**config.mk**
```make
export PLATFORM = sky130hd
export DESIGN_NAME = hamming_secded_codec_flat
export DESIGN_NICKNAME = d
export VERILOG_FILES = /design/src/rtl/hamming_secded_codec_if.sv /design/src/rtl/hamming_secded_codec.sv /design/src/flat_wrapper.sv
export SDC_FILE = /design/constraint.sdc
export NUM_CORES = 1
export LEC_CHECK = 0
export ABC_AREA = 1
export BUFFER_PORTS_ARGS = -buffer_cell sky130_fd_sc_hd__buf_2
export CORE_MARGIN = 2
export CORE_UTILIZATION = 50
export CTS_CLUSTER_SIZE = 16
export DETAILED_ROUTE_END_ITERATION = 8
export GPL_TIMING_DRIVEN = 0
export PLACE_DENSITY_LB_ADDON = 0.05
export SKIP_LAST_GASP = 1
export SYNTH_ARGS = -nofsm -noshare
export SYNTH_HDL_FRONTEND = slang
export SYNTH_SLANG_ARGS = --single-unit
```
**constraint.sdc**
```tcl
create_clock -name clk -period 5.1 [get_ports clk]
set_clock_uncertainty 0.15 [all_clocks]
set_input_delay 0.51 -clock clk [delete_from_list [all_inputs] [get_ports clk]]
set_output_delay 0.51 -clock clk [all_outputs]
set_load 0.02 [all_outputs]
```
**src/rtl/hamming_secded_codec_if.sv**
```systemverilog
// Bus bundle for the Hamming(7,4) SECDED codec: source-side inputs, encoder tap,
// decoder results and error counters.
interface hamming_secded_codec_if;
   // Valid-only flow: in_valid/code_valid/out_valid each qualify their data for
   // exactly one cycle; there is no ready, so every valid word is consumed.
   logic       in_valid;
   logic [0:3] data_in;
   logic [0:7] inject;
   logic [0:6] code_out;
   logic       parity_out;
   logic       code_valid;
   logic [0:3] data_out;
   logic       error_1bit;
   logic       error_2bit;
   logic       out_valid;
   logic [7:0] corr_count;
   logic [7:0] uncorr_count;

   modport master (
      output in_valid, data_in, inject,
      input  code_out, parity_out, code_valid, data_out,
             error_1bit, error_2bit, out_valid, corr_count, uncorr_count
   );

   modport slave (
      input  in_valid, data_in, inject,
      output code_out, parity_out, code_valid, data_out,
             error_1bit, error_2bit, out_valid, corr_count, uncorr_count
   );
endinterface

```
**src/rtl/hamming_secded_codec.sv**
```systemverilog
// Two-stage Hamming(7,4)+overall-parity codec: stage 1 registers the encoded word,
// stage 2 registers the corrected nibble after the error-injection XOR.
module hamming_secded_codec (
   input logic                    clk,
   input logic                    reset,
   hamming_secded_codec_if.slave  bus
);
   logic [0:6] enc_code;
   logic [0:6] code_q;
   logic       parity_q;
   logic       code_valid_q;

   logic [0:6] rc;
   logic       rp;
   logic [2:0] syn;
   logic       pc;
   logic [0:6] fixed;
   logic       dec_err1;
   logic       dec_err2;
   logic [0:3] dec_data;

   logic [0:3] data_q;
   logic       err1_q;
   logic       err2_q;
   logic       out_valid_q;
   logic [7:0] corr_q;
   logic [7:0] uncorr_q;

   // Codeword order is Hamming position order: p1 p2 d0 p4 d1 d2 d3.
   always_comb begin
      enc_code = {bus.data_in[0] ^ bus.data_in[1] ^ bus.data_in[3],
                  bus.data_in[0] ^ bus.data_in[2] ^ bus.data_in[3],
                  bus.data_in[0],
                  bus.data_in[1] ^ bus.data_in[2] ^ bus.data_in[3],
                  bus.data_in[1],
                  bus.data_in[2],
                  bus.data_in[3]};
   end

   always_comb begin
      rc       = code_q ^ bus.inject[0:6];
      rp       = parity_q ^ bus.inject[7];
      syn      = {rc[3] ^ rc[4] ^ rc[5] ^ rc[6],
                  rc[1] ^ rc[2] ^ rc[5] ^ rc[6],
                  rc[0] ^ rc[2] ^ rc[4] ^ rc[6]};
      pc       = (^rc) ^ rp;
      fixed    = rc;
      // Odd overall parity means one flip: either at position syn, or the parity bit itself.
      dec_err1 = pc;
      dec_err2 = 1'b0;
      if (syn != 3'd0) begin
         if (pc) begin
            for (int i = 0; i < 7; i++) begin
               if (syn == 3'(i + 1)) fixed[i] = ~rc[i];
            end
         end else begin
            dec_err2 = 1'b1;
         end
      end
      dec_data = {fixed[2], fixed[4], fixed[5], fixed[6]};
   end

   always_ff @(posedge clk) begin
      if (reset) begin
         code_q       <= '0;
         parity_q     <= 1'b0;
         code_valid_q <= 1'b0;
         data_q       <= '0;
         err1_q       <= 1'b0;
         err2_q       <= 1'b0;
         out_valid_q  <= 1'b0;
         corr_q       <= '0;
         uncorr_q     <= '0;
      end else begin
         code_valid_q <= bus.in_valid;
         if (bus.in_valid) begin
            code_q   <= enc_code;
            parity_q <= ^enc_code;
         end
         out_valid_q <= code_valid_q;
         if (code_valid_q) begin
            data_q <= dec_data;
            err1_q <= dec_err1;
            err2_q <= dec_err2;
            if (dec_err1 && corr_q != 8'hff) corr_q <= corr_q + 8'd1;
            if (dec_err2 && uncorr_q != 8'hff) uncorr_q <= uncorr_q + 8'd1;
         end
      end
   end

   assign bus.code_out     = code_q;
   assign bus.parity_out   = parity_q;
   assign bus.code_valid   = code_valid_q;
   assign bus.data_out     = data_q;
   assign bus.error_1bit   = err1_q;
   assign bus.error_2bit   = err2_q;
   assign bus.out_valid    = out_valid_q;
   assign bus.corr_count   = corr_q;
   assign bus.uncorr_count = uncorr_q;
endmodule

```
**src/flat_wrapper.sv**
```systemverilog
// flat-port wrapper written by rule: the top's interface ports become plain ports
module hamming_secded_codec_flat 
  (clk, reset, bus_in_valid, bus_data_in, bus_inject, bus_code_out, bus_parity_out, bus_code_valid, bus_data_out, bus_error_1bit, bus_error_2bit, bus_out_valid, bus_corr_count, bus_uncorr_count);
  hamming_secded_codec_if bus_i ();
  input logic clk;
  input logic reset;
  input wire logic [$bits(bus_i.in_valid)-1:0] bus_in_valid;
  input wire logic [$bits(bus_i.data_in)-1:0] bus_data_in;
  input wire logic [$bits(bus_i.inject)-1:0] bus_inject;
  output wire logic [$bits(bus_i.code_out)-1:0] bus_code_out;
  output wire logic [$bits(bus_i.parity_out)-1:0] bus_parity_out;
  output wire logic [$bits(bus_i.code_valid)-1:0] bus_code_valid;
  output wire logic [$bits(bus_i.data_out)-1:0] bus_data_out;
  output wire logic [$bits(bus_i.error_1bit)-1:0] bus_error_1bit;
  output wire logic [$bits(bus_i.error_2bit)-1:0] bus_error_2bit;
  output wire logic [$bits(bus_i.out_valid)-1:0] bus_out_valid;
  output wire logic [$bits(bus_i.corr_count)-1:0] bus_corr_count;
  output wire logic [$bits(bus_i.uncorr_count)-1:0] bus_uncorr_count;
  assign bus_i.in_valid = bus_in_valid;
  assign bus_i.data_in = bus_data_in;
  assign bus_i.inject = bus_inject;
  assign bus_code_out = bus_i.code_out;
  assign bus_parity_out = bus_i.parity_out;
  assign bus_code_valid = bus_i.code_valid;
  assign bus_data_out = bus_i.data_out;
  assign bus_error_1bit = bus_i.error_1bit;
  assign bus_error_2bit = bus_i.error_2bit;
  assign bus_out_valid = bus_i.out_valid;
  assign bus_corr_count = bus_i.corr_count;
  assign bus_uncorr_count = bus_i.uncorr_count;
  hamming_secded_codec u_core (.clk(clk), .reset(reset), .bus(bus_i));
endmodule
```
==> impl_metrics.csv, run 1 <==
group,metric,value,unit
power,max-vdd-ir-drop,0.154,mV
sta,setup_viol,0,
route,drt_iter0_markers,96,
yosys,ys_ff_latch,32,
yosys,syn_inst,314,
sta,period_needed,1.89,ns
yosys,syn_area,2050,um^2
power,leakage,1.27,nW
layout,syn2layout_area_growth,19.0,%
min_path,hp-class,"input pin to flip-flop",
worst_setup_path,rr_endpoint,"u_core.bus.uncorr_count[7]$_SDFFE_PP0P_",
sta,drv_slew,0,
floorplan,die-area,4640,um^2
clock_tree,clk_path_buf_depth,2,
grt,grt_pass1_vias,1732,
clock_tree,cts_resized,0,
floorplan,coreArea,3970,um^2
sta,setup_tns,0,ns
sta,fmax,529,MHz
clock_tree,cts_hold_buf,0,
run,maxCapViolCount,0,
grt,grt_pass1_wl,7.62,mm
route,drtAntennaViolNets,0,
outcome,outcome,"finished, final reports clean",
grt,antenna_found_initial,0,
yosys,yosysWarnings,0,
place,gp_congestion,0.794,
clock_tree,clk_latency,0.28,ns
worst_setup_path,r2r_setup_slack,3.21,ns
clock_tree,cts.clk_slew.worst_paths,0.07,ns
floorplan,rows,23,
floorplan,start_util,0.517,
yosys,async_flop_share,0,
worst_setup_path,critPathArrivalTime,1.89,ns
route,avgViaCountPerCell,4.99,
grt,gr-usage-all-layers,0.216,
worst_setup_path,crit_path_max_fanout,8,
sta,tightestPinTransition,0.513,ns
yosys,synth_cell_type_count,32,
sta,rsz0062_at_grt,"no",
route,dr.pass1.iters,4,
grt,grt_max_degree,11,
worst_setup_path,reg2reg_depth,13,
layout,fin_util,0.616,
sta,period_share,0.371,
route,drcViolationCount,0,
worst_setup_path,startpoint,"u_core.bus.code_out[2]$_SDFFE_PP0P_",
clock_tree,cts_setup_buffers,0,
power,power.density,281,nW/um^2
worst_setup_path,r2r_start,"u_core.bus.code_out[2]$_SDFFE_PP0P_",
layout,final_nets,382,
floorplan,die_y,68.1,um
clock_tree,cts-root-buf,"clkbuf_8",
worst_setup_path,end_kind,"flip-flop",
route,drt-wirelength-per-cell,11.0,um
worst_setup_path,crit_path_end,"u_core.bus.uncorr_count[7]$_SDFFE_PP0P_",
layout,antenna_cells,0,
place,hpwl,3.57,mm
clock_tree,clock_sinks,32,
yosys,synth-edff-count,0,
place,io_buffers,44,
grt,gr-total-overflow,0,
worst_setup_path,required,5.10,ns
yosys,yosysSeqAreaShare,0.312,
route,vias,2074,
worst_setup_path,cp-start-kind,"flip-flop",
floorplan,chipWidth,68.1,um
yosys,synth_nets,331,
clock_tree,htree_levels,2,
clock_tree,cts_tree,"built",
yosys,synth.avg_cell_area,6.54,um^2
clock_tree,cts_buffers,5,
layout,drive_gt1_frac,0.235,
sta,hold_viol_final,0,
sta,slew_headroom,0.658,
route,drt-total-wl,4.57,mm
sta,holdWs,0.275,ns
layout,fillCellCount,397,
floorplan,io_pins,47,
yosys,ys.flop_type,"dfxtp_1",
worst_setup_path,critPathKind,"flip-flop to flip-flop",
-- stage by stage --
stage               total power [mW]  instances  setup WS, ns  cell area [um^2]
detailed placement             0.453        408          2.97              2340
finish                         0.687        416          3.21              2440
global route                   0.729        416          3.00              2440
CTS                            0.696        416          3.18              2440
global placement               0.450        408          3.00              2340
floorplan                      0.410        314          3.31              2050
-- how the worst min path moves through the flow --
stage	startpoint	depth (start not counted)	end
detailed placement	u_core.bus.data_out[3]$_SDFFE_PP0P_	2	u_core.bus.data_out[3]$_SDFFE_PP0P_
global route	reset	2	u_core.bus.code_out[3]$_SDFFE_PP0P_
finish	reset	2	u_core.bus.code_out[3]$_SDFFE_PP0P_
floorplan	u_core.bus.data_out[3]$_SDFFE_PP0P_	2	u_core.bus.data_out[3]$_SDFFE_PP0P_
CTS	reset	2	u_core.bus.code_out[3]$_SDFFE_PP0P_
global placement	u_core.bus.error_1bit$_SDFFE_PP0P_	2	u_core.bus.error_1bit$_SDFFE_PP0P_
-- kinds of logic after synthesis --
| logic type | share of synthesized area |
|---|---|
| xor+xnor | 0.0639 |
| flops | 0.312 |
| compound gates | 0.111 |
| fa+ha+maj | 0.0122 |
| buf+inv | 0.0956 |
| simple gates | 0.406 |
-- cells in the mapped netlist (2+ instances only) --
library cell | number | area share
a211oi_1 | 2 | 0.0073
a21oi_1 | 24 | 0.058
a31oi_1 | 3 | 0.0091
buf_6 | 2 | 0.011
clkbuf_1 | 2 | 0.0037
dfxtp_1 | 32 | 0.31
ha_1 | 2 | 0.012
inv_1 | 35 | 0.064
inv_2 | 6 | 0.011
nand2_1 | 109 | 0.20
nand2_2 | 15 | 0.046
nand2_4 | 2 | 0.011
nand3_1 | 18 | 0.044
nand3_4 | 2 | 0.017
nand4_1 | 10 | 0.030
nor2_1 | 13 | 0.024
o21ai_0 | 7 | 0.017
o21ai_1 | 3 | 0.0073
xnor2_1 | 4 | 0.017
xor2_1 | 11 | 0.047
-- sequential cells by signal, summed over array words and instances (netlist names) --
register / cells
u_core.bus.out_valid: 1
u_core.bus.uncorr_count: 8
u_core.bus.error_1bit: 1
u_core.bus.corr_count: 8
u_core.bus.parity_out: 1
u_core.bus.code_out: 7
u_core.bus.code_valid: 1
u_core.bus.data_out: 4
u_core.bus.error_2bit: 1
-- worst max-delay path, cell delays in order, from the launching register on --
cell	delay, ns
dfxtp_1	0.42
inv_2	0.05
nand2_1	0.07
nand2_2	0.09
nand2_2	0.09
nand2_2	0.05
nand2_2	0.06
inv_1	0.05
nor2_2	0.17
nand2_1	0.07
nand2_1	0.07
nand4_2	0.20
nand2_1	0.13
a21oi_1	0.07
-- layout by cell type, fill, tap and decap left out, types with 3 or more instances in the layout --
cell and instances:
inv_1 35, o21ai_0 7, xnor2_1 4, nand2_2 15
nand3_1 18, nor2_1 13, dfxtp_1 32, nand4_1 10
clkbuf_8 5, a31oi_1 3, a21oi_1 24, inv_2 6
o21ai_1 3, nand2_1 109, xor2_1 11, clkbuf_1 3
buf_2 45
-- layer usage --
layer | share of wire | vias to the layer above | GRT usage
met2 | 0.44 | 41 | 0.329
met1 | 0.50 | 923 | 0.303
li1 | - | 1104 | -
met4 | 0.013 | 0 | 0.0750
met5 | 0 | - | 0
met3 | 0.040 | 6 | 0.0444
-- area by class of cell --
cell class	count	area, um^2	area share
Inverter	41	154	0.0629
Clock buffer	6	72.6	0.0297
Sequential cell	32	641	0.262
Timing Repair Buffer	44	220	0.0901
Buffer	6	42.5	0.0174
Multi-Input combinational cell	235	1220	0.498
Clock inverter	2	35.0	0.0143
Tap cell	50	62.6	0.0256
-- power by group --
part,switching (mW),leakage (nW),internal (mW)
combinational,0.118,0.957,0.0566
clock,0.0949,0.0552,0.145
sequential,0.0105,0.261,0.262
total,0.223,1.27,0.463
No activity file was read; power rests on OpenSTA's default activity.
==> run 2, diff against run 1 <==
Clock period 5.1 ns to 1.9 ns, I/O delays scaled along.
==> run 2 against run 1 <==
  * Sequential power grew to 2.7 times the previous value
  * Register-to-register slack got worse by 3.1 ns
  * First-iteration DRC count is 21% higher
  * Non-clock buffer count up 9
  * Design area increased by 6.9%
  * Final cell count rose by 2.6%
  * Total power rose to 2.8 times the previous value
  * Maximum frequency up 4.9%
  * Sequential share of layout area is 1.2 points lower
  * Critical path depth unchanged
  * Via count up 2.7%
  * Clock-buffer cell count unchanged
  * Critical path type unchanged
  * Critical endpoint is now u_core.bus.uncorr_count[4]$_SDFFE_PP0P_
==> impl_metrics.csv, run 2 (same netlist as run 1, synthesis figures left out) <==
group,metric,value,unit
outcome,outcome,"finished, final reports clean",
worst_setup_path,max_stage_delay,0.33,ns
place,gp_congestion,0.794,
grt,grt_pass1_vias,1763,
worst_setup_path,cp-start-kind,"flip-flop",
route,drt-wirelength-per-cell,11.5,um
route,drt_iter0_markers,116,
clock_tree,clock_sinks,32,
power,seqPwrFrac,0.383,
min_path,hp-class,"input pin to flip-flop",
run,maxCapViolCount,0,
sta,setup_viol,0,
clock_tree,cts.clk_slew.worst_paths,0.06,ns
worst_setup_path,crit_cells,13,
worst_setup_path,required,1.96,ns
grt,grt_pass1_wl,7.69,mm
clock_tree,clk_path_buf_depth,2,
worst_setup_path,crit_path_end,"u_core.bus.uncorr_count[4]$_SDFFE_PP0P_",
power,p_int,1.28,mW
layout,syn2layout_area_growth,27.2,%
route,drcViolationCount,0,
sta,period_share,0.949,
worst_setup_path,reg2reg_depth,13,
grt,gr-total-overflow,0,
worst_setup_path,end_kind,"flip-flop",
route,drtAntennaViolNets,0,
worst_setup_path,startpoint,"u_core.bus.code_out[4]$_SDFFE_PP0P_",
layout,final_nets,393,
place,hpwl,3.57,mm
layout,antenna_cells,0,
clock_tree,cts-root-buf,"clkbuf_8",
clock_tree,htree_levels,2,
layout,final_common_cell,"nand2_1",
route,dr.pass1.iters,4,
worst_setup_path,cp_top_family,"simple AND/OR/NAND/NOR gates",
floorplan,die_y,68.1,um
clock_tree,cts_tree,"built",
sta,tightestPinTransition,0.530,ns
clock_tree,cts_buffers,5,
floorplan,die-area,4640,um^2
layout,fillCellCount,383,
power,leakage,1.35,nW
grt,gr-usage-all-layers,0.218,
sta,period_needed,1.80,ns
worst_setup_path,rr_endpoint,"u_core.bus.uncorr_count[4]$_SDFFE_PP0P_",
worst_setup_path,timing.critical_path.buf_inv,2,
worst_setup_path,crit_path_max_fanout,5,
sta,hold_viol_final,0,
power,p_sw_frac,0.331,
route,drt-total-wl,4.89,mm
floorplan,start_util,0.517,
layout,fin_util,0.658,
power,p_switching,634,uW
worst_setup_path,path_cells,"inv_1, nand2_1, nand2_2, nand2_1, nand2_2, nand2_1, nand2_2, inv_4, nand2_4, nand3_4, nor2_8, nand3_1, a21oi_1",
sta,drv_slew,0,
power,max-vdd-ir-drop,0.425,mV
route,vias,2129,
sta,slew_headroom,0.647,
place,io_buffers,44,
worst_setup_path,slowest_stage,"dfxtp_2",
clock_tree,clk_latency,0.28,ns
floorplan,chipWidth,68.1,um
worst_setup_path,critPathArrivalTime,1.86,ns
floorplan,coreArea,3970,um^2
worst_setup_path,r2r_setup_slack,0.1,ns
grt,antenna_found_initial,0,
floorplan,io_pins,47,
worst_setup_path,critPathKind,"flip-flop to flip-flop",
sta,fmax,555,MHz
place,dp_cells,408,
power,power.density,732,nW/um^2
layout,drive_gt1_frac,0.294,
floorplan,rows,23,
power,comb_power_share,0.279,
route,avgViaCountPerCell,4.99,
layout,stdcell_count,427,
layout,final_cell_mix,"nand2_1 (103), buf_2 (45), inv_1 (34)",
power,pwr-share-clk,0.338,
grt,grt_max_degree,11,
worst_setup_path,r2r_start,"u_core.bus.code_out[4]$_SDFFE_PP0P_",
run 2: power by group through the flow:
stage	logic (mW)	registers [mW]	clock network (mW)
2_1_floorplan	0.317	0.783	0
3_3_place_gp	0.463	0.746	0
3_5_place_dp	0.469	0.747	0
4_1_cts	0.481	0.732	0.665
5_1_grt	0.595	0.739	0.695
6_report	0.533	0.732	0.646
run 2: worst min path at each step:
stage	from	endpoint	cells after the start
6_report	bus_data_in[1]	u_core.bus.code_out[5]$_SDFFE_PP0P_	3
5_1_grt	bus_data_in[1]	u_core.bus.parity_out$_SDFFE_PP0P_	3
4_1_cts	bus_data_in[1]	u_core.bus.code_out[5]$_SDFFE_PP0P_	3
3_5_place_dp	reset	u_core.bus.code_out[3]$_SDFFE_PP0P_	2
3_3_place_gp	reset	u_core.bus.code_out[3]$_SDFFE_PP0P_	2
2_1_floorplan	bus_data_in[3]	u_core.bus.code_out[1]$_SDFFE_PP0P_	1
run 2: worst reg2reg max path, cell delays in order (launching register included):
cell,delay (ns)
dfxtp_2,0.33
inv_1,0.07
nand2_1,0.06
nand2_2,0.12
nand2_1,0.08
nand2_2,0.08
nand2_1,0.06
nand2_2,0.12
inv_4,0.07
nand2_4,0.08
nand3_4,0.12
nor2_8,0.17
nand3_1,0.08
a21oi_1,0.14
run 2: cell type report:
type                       instances  area [um^2]  share of cell area
clock inverter                     2         35.0              0.0134
clock buffer                       6         72.6              0.0278
buffer                             6         42.5              0.0163
sequential                        32          654               0.250
multi-input combinational        237         1290               0.494
inverter                          41          159              0.0608
tap                               50         62.6              0.0239
timing repair buffer              53          295               0.113
run 2: repair_timing:
action                                 4_1_cts  5_1_grt
gates cloned                                 0        2
buffers inserted                             0        6
pin swaps                                    0        6
setup endpoints to repair                    6       20
gates resized for setup                      1       24
hold buffers                                 3        0
endpoints found under the hold margin        2        0
run 2: stage by stage:
step                 TNS, ns  instance area, um^2  hold slack (ns)  power [mW]  worst slack [ns]
CTS                        0                 2480           0.0696        1.88            0.0319
floorplan                  0                 2050            0.138        1.10             0.122
detailed placement  -0.00688                 2340            0.249        1.22          -0.00688
global route          -0.189                 2610           0.0911        2.03           -0.0394
finish                     0                 2610           0.0648        1.91            0.0978
global placement           0                 2340            0.253        1.21            0.0241
run 2: metal layers:
layer  wire, um  global-route usage  part of all wire  vias up
met3        201              0.0444             0.041        4
met1       2390               0.302              0.49      957
li1           -                   -                 -     1131
met4         44              0.0750            0.0090        0
met5          0                   0                 0        -
met2       2260               0.336              0.46       37
==> run 3, diff against run 2 <==
Settings changed: SETUP_SLACK_MARGIN set to 0.4.
==> run 3 against run 2 <==
  * Die area is the same
  * Hold slack lost 0.015 ns
  * Sequential share of layout area shrank 2.0 points
  * Flip-flop and latch count unchanged
  * Total power grew 5.5%
  * Global-route usage grew 2.5 points
  * Setup slack worse by 0.023 ns
  * Design area grew 13%
  * Largest power group unchanged
==> impl_metrics.csv, run 3 (same netlist as run 1, synthesis figures left out) <==
group,metric,value,unit
sta,fin_ws,0.0750,ns
route,dr.pass1.iters,4,
layout,regArea,678,um^2
clock_tree,clk_path_buf_depth,2,
grt,grt_max_degree,11,
place,io_buffers,44,
clock_tree,clock_sinks,32,
worst_setup_path,critPathKind,"flip-flop to flip-flop",
route,drt_iter0_markers,130,
clock_tree,cts_buffers,5,
worst_setup_path,required,1.97,ns
min_path,holdPathStages,3,
route,drcViolationCount,0,
worst_setup_path,critPathArrivalTime,1.89,ns
worst_setup_path,crit_path_max_fanout,4,
layout,antenna_cells,0,
run,maxCapViolCount,0,
worst_setup_path,startpoint,"u_core.bus.code_out[6]$_SDFFE_PP0P_",
worst_setup_path,cp_top_family,"simple AND/OR/NAND/NOR gates",
worst_setup_path,cp-start-kind,"flip-flop",
clock_tree,htree_levels,2,
place,gp_congestion,0.803,
clock_tree,cts.clk_slew.worst_paths,0.07,ns
power,power.density,685,nW/um^2
sta,rsz0062_at_grt,"yes",
route,drt-total-wl,5.58,mm
layout,syn2layout_area_growth,43.2,%
place,hpwl,3.64,mm
power,p_int,1.28,mW
worst_setup_path,r2r_setup_slack,0.08,ns
power,power.total,2.02,mW
clock_tree,clk_latency,0.29,ns
grt,grt_pass1_vias,1951,
grt,gr-usage-all-layers,0.243,
layout,final_nets,402,
power,comb_power_share,0.337,
clock_tree,cts-root-buf,"clkbuf_8",
clock_tree,cts_tree,"built",
layout,multi_input_area,1520,um^2
floorplan,coreArea,3970,um^2
route,vias,2292,
floorplan,io_pins,47,
grt,antenna_found_initial,0,
sta,tightestPinTransition,0.607,ns
floorplan,die_y,68.1,um
route,drt-wirelength-per-cell,12.8,um
sta,slew_headroom,0.595,
layout,design_area,2940,um^2
floorplan,die-area,4640,um^2
power,p_sw_frac,0.363,
worst_setup_path,path_cells,"inv_4, nand2_1, nand2_2, nand2_1, nand2_2, nand2_2, nand2_4, inv_6, nand2_4, nand3_4, nor2_4, nand3_2, a21oi_2",
worst_setup_path,reg2reg_depth,13,
sta,setup_viol,0,
sta,drv_slew,0,
power,leakage,1.45,nW
sta,fmax,548,MHz
worst_setup_path,end_kind,"flip-flop",
worst_setup_path,timing.critical_path.buf_inv,2,
min_path,hp-start,"bus_data_in[2]",
power,max-vdd-ir-drop,0.408,mV
route,drtAntennaViolNets,0,
worst_setup_path,rr_endpoint,"u_core.bus.uncorr_count[1]$_SDFFE_PP0P_",
grt,grt_pass1_wl,8.56,mm
power,seqPwrFrac,0.365,
route,avgViaCountPerCell,5.26,
worst_setup_path,max_stage_delay,0.36,ns
sta,setup_tns,0,ns
layout,final_common_cell,"nand2_1",
layout,fillCellCount,307,
grt,gr-total-overflow,0,
sta,period_share,0.961,
place,placed_area,2430,um^2
layout,drive_gt1_frac,0.453,
floorplan,start_util,0.517,
min_path,hp-class,"input pin to flip-flop",
worst_setup_path,r2r_start,"u_core.bus.code_out[6]$_SDFFE_PP0P_",
floorplan,chipWidth,68.1,um
power,pwr-share-clk,0.299,
sta,period_needed,1.82,ns
floorplan,rows,23,
worst_setup_path,crit_top_cell,"nand2_2",
sta,hold_viol_final,0,
min_path,whs_endpoint,"u_core.bus.code_out[4]$_SDFFE_PP0P_",
place,preCtsSetupSlack,0.137,ns
layout,final_cell_mix,"nand2_1 (75), buf_2 (45), nand2_2 (34)",
worst_setup_path,slowest_stage,"dfxtp_4",
outcome,outcome,"finished, final reports clean",
power,p_switching,733,uW
==> run 3: cell types whose count changed in the layout (fill, tap and decap cells not counted), moves of 6 or more <==
cell     delta
buf_4       +8
inv_1       -6
nand2_2    +14
dfxtp_4     +6
dfxtp_1     -7
nand3_2     +7
nand2_1    -28
nand3_1     -9
nand2_4    +14
==> run 3: power groups by stage <==
stage / Clock (mW) / Sequential [mW] / Combinational [mW]
after CTS: 0.612 / 0.732 / 0.585
after global routing: 0.639 / 0.740 / 0.736
after detailed placement: 0 / 0.749 / 0.504
final: 0.602 / 0.735 / 0.679
after floorplan: 0 / 0.784 / 0.348
after global placement: 0 / 0.747 / 0.495
==> run 3: how the worst max path moves through the flow <==
stage,endpoint,slack [ns],cells past startpoint
finish,u_core.bus.uncorr_count[1]$_SDFFE_PP0P_,0.08,13
global route,u_core.bus.uncorr_count[1]$_SDFFE_PP0P_,-0.04,13
detailed placement,u_core.bus.corr_count[1]$_SDFFE_PP0P_,0.14,13
CTS,u_core.bus.uncorr_count[1]$_SDFFE_PP0P_,0.15,13
global placement,u_core.bus.corr_count[6]$_SDFFE_PP0P_,0.16,13
floorplan,u_core.bus.corr_count[0]$_SDFFE_PP0P_,0.29,13
==> run 3: per-layer routing <==
metal,up-vias,track usage,share of wire
met3,8,0.0543,0.056
met4,0,0.0675,0.013
met5,-,0,0
li1,1156,-,-
met1,1061,0.316,0.46
met2,67,0.403,0.47
==> run 3: area by class of cell <==
class | count | share of cell area
tap | 50 | 0.0213
inverter | 41 | 0.0582
sequential | 32 | 0.230
clock inverter | 1 | 0.00170
buffer | 6 | 0.0145
clock buffer | 7 | 0.0332
multi-input combinational | 237 | 0.516
timing repair buffer | 62 | 0.125
==> run 3: tightest hold or removal path, cell delays in order <==
cell and delay, ns:
buf_2 0.12, nand2_1 0.08, a21oi_1 0.06
==> run 3: metrics by stage <==
step | std cells | utilization | hold WS, ns
floorplan | 314 | - | 0.128
global placement | 408 | 0.613 | 0.246
detailed placement | 408 | 0.613 | 0.250
CTS | 430 | 0.688 | 0.0328
global route | 436 | 0.741 | 0.0597
finish | 436 | 0.741 | 0.0497
==> run 3: what timing repair did <==
action                                  in CTS  in global routing
buffers inserted                             9                  6
cloned                                       2                  0
pin swaps                                   21                 30
hold endpoints to repair                     2                  0
resized for setup                           21                 51
hold buffers                                 3                  0
endpoints found under the setup margin      22                 22
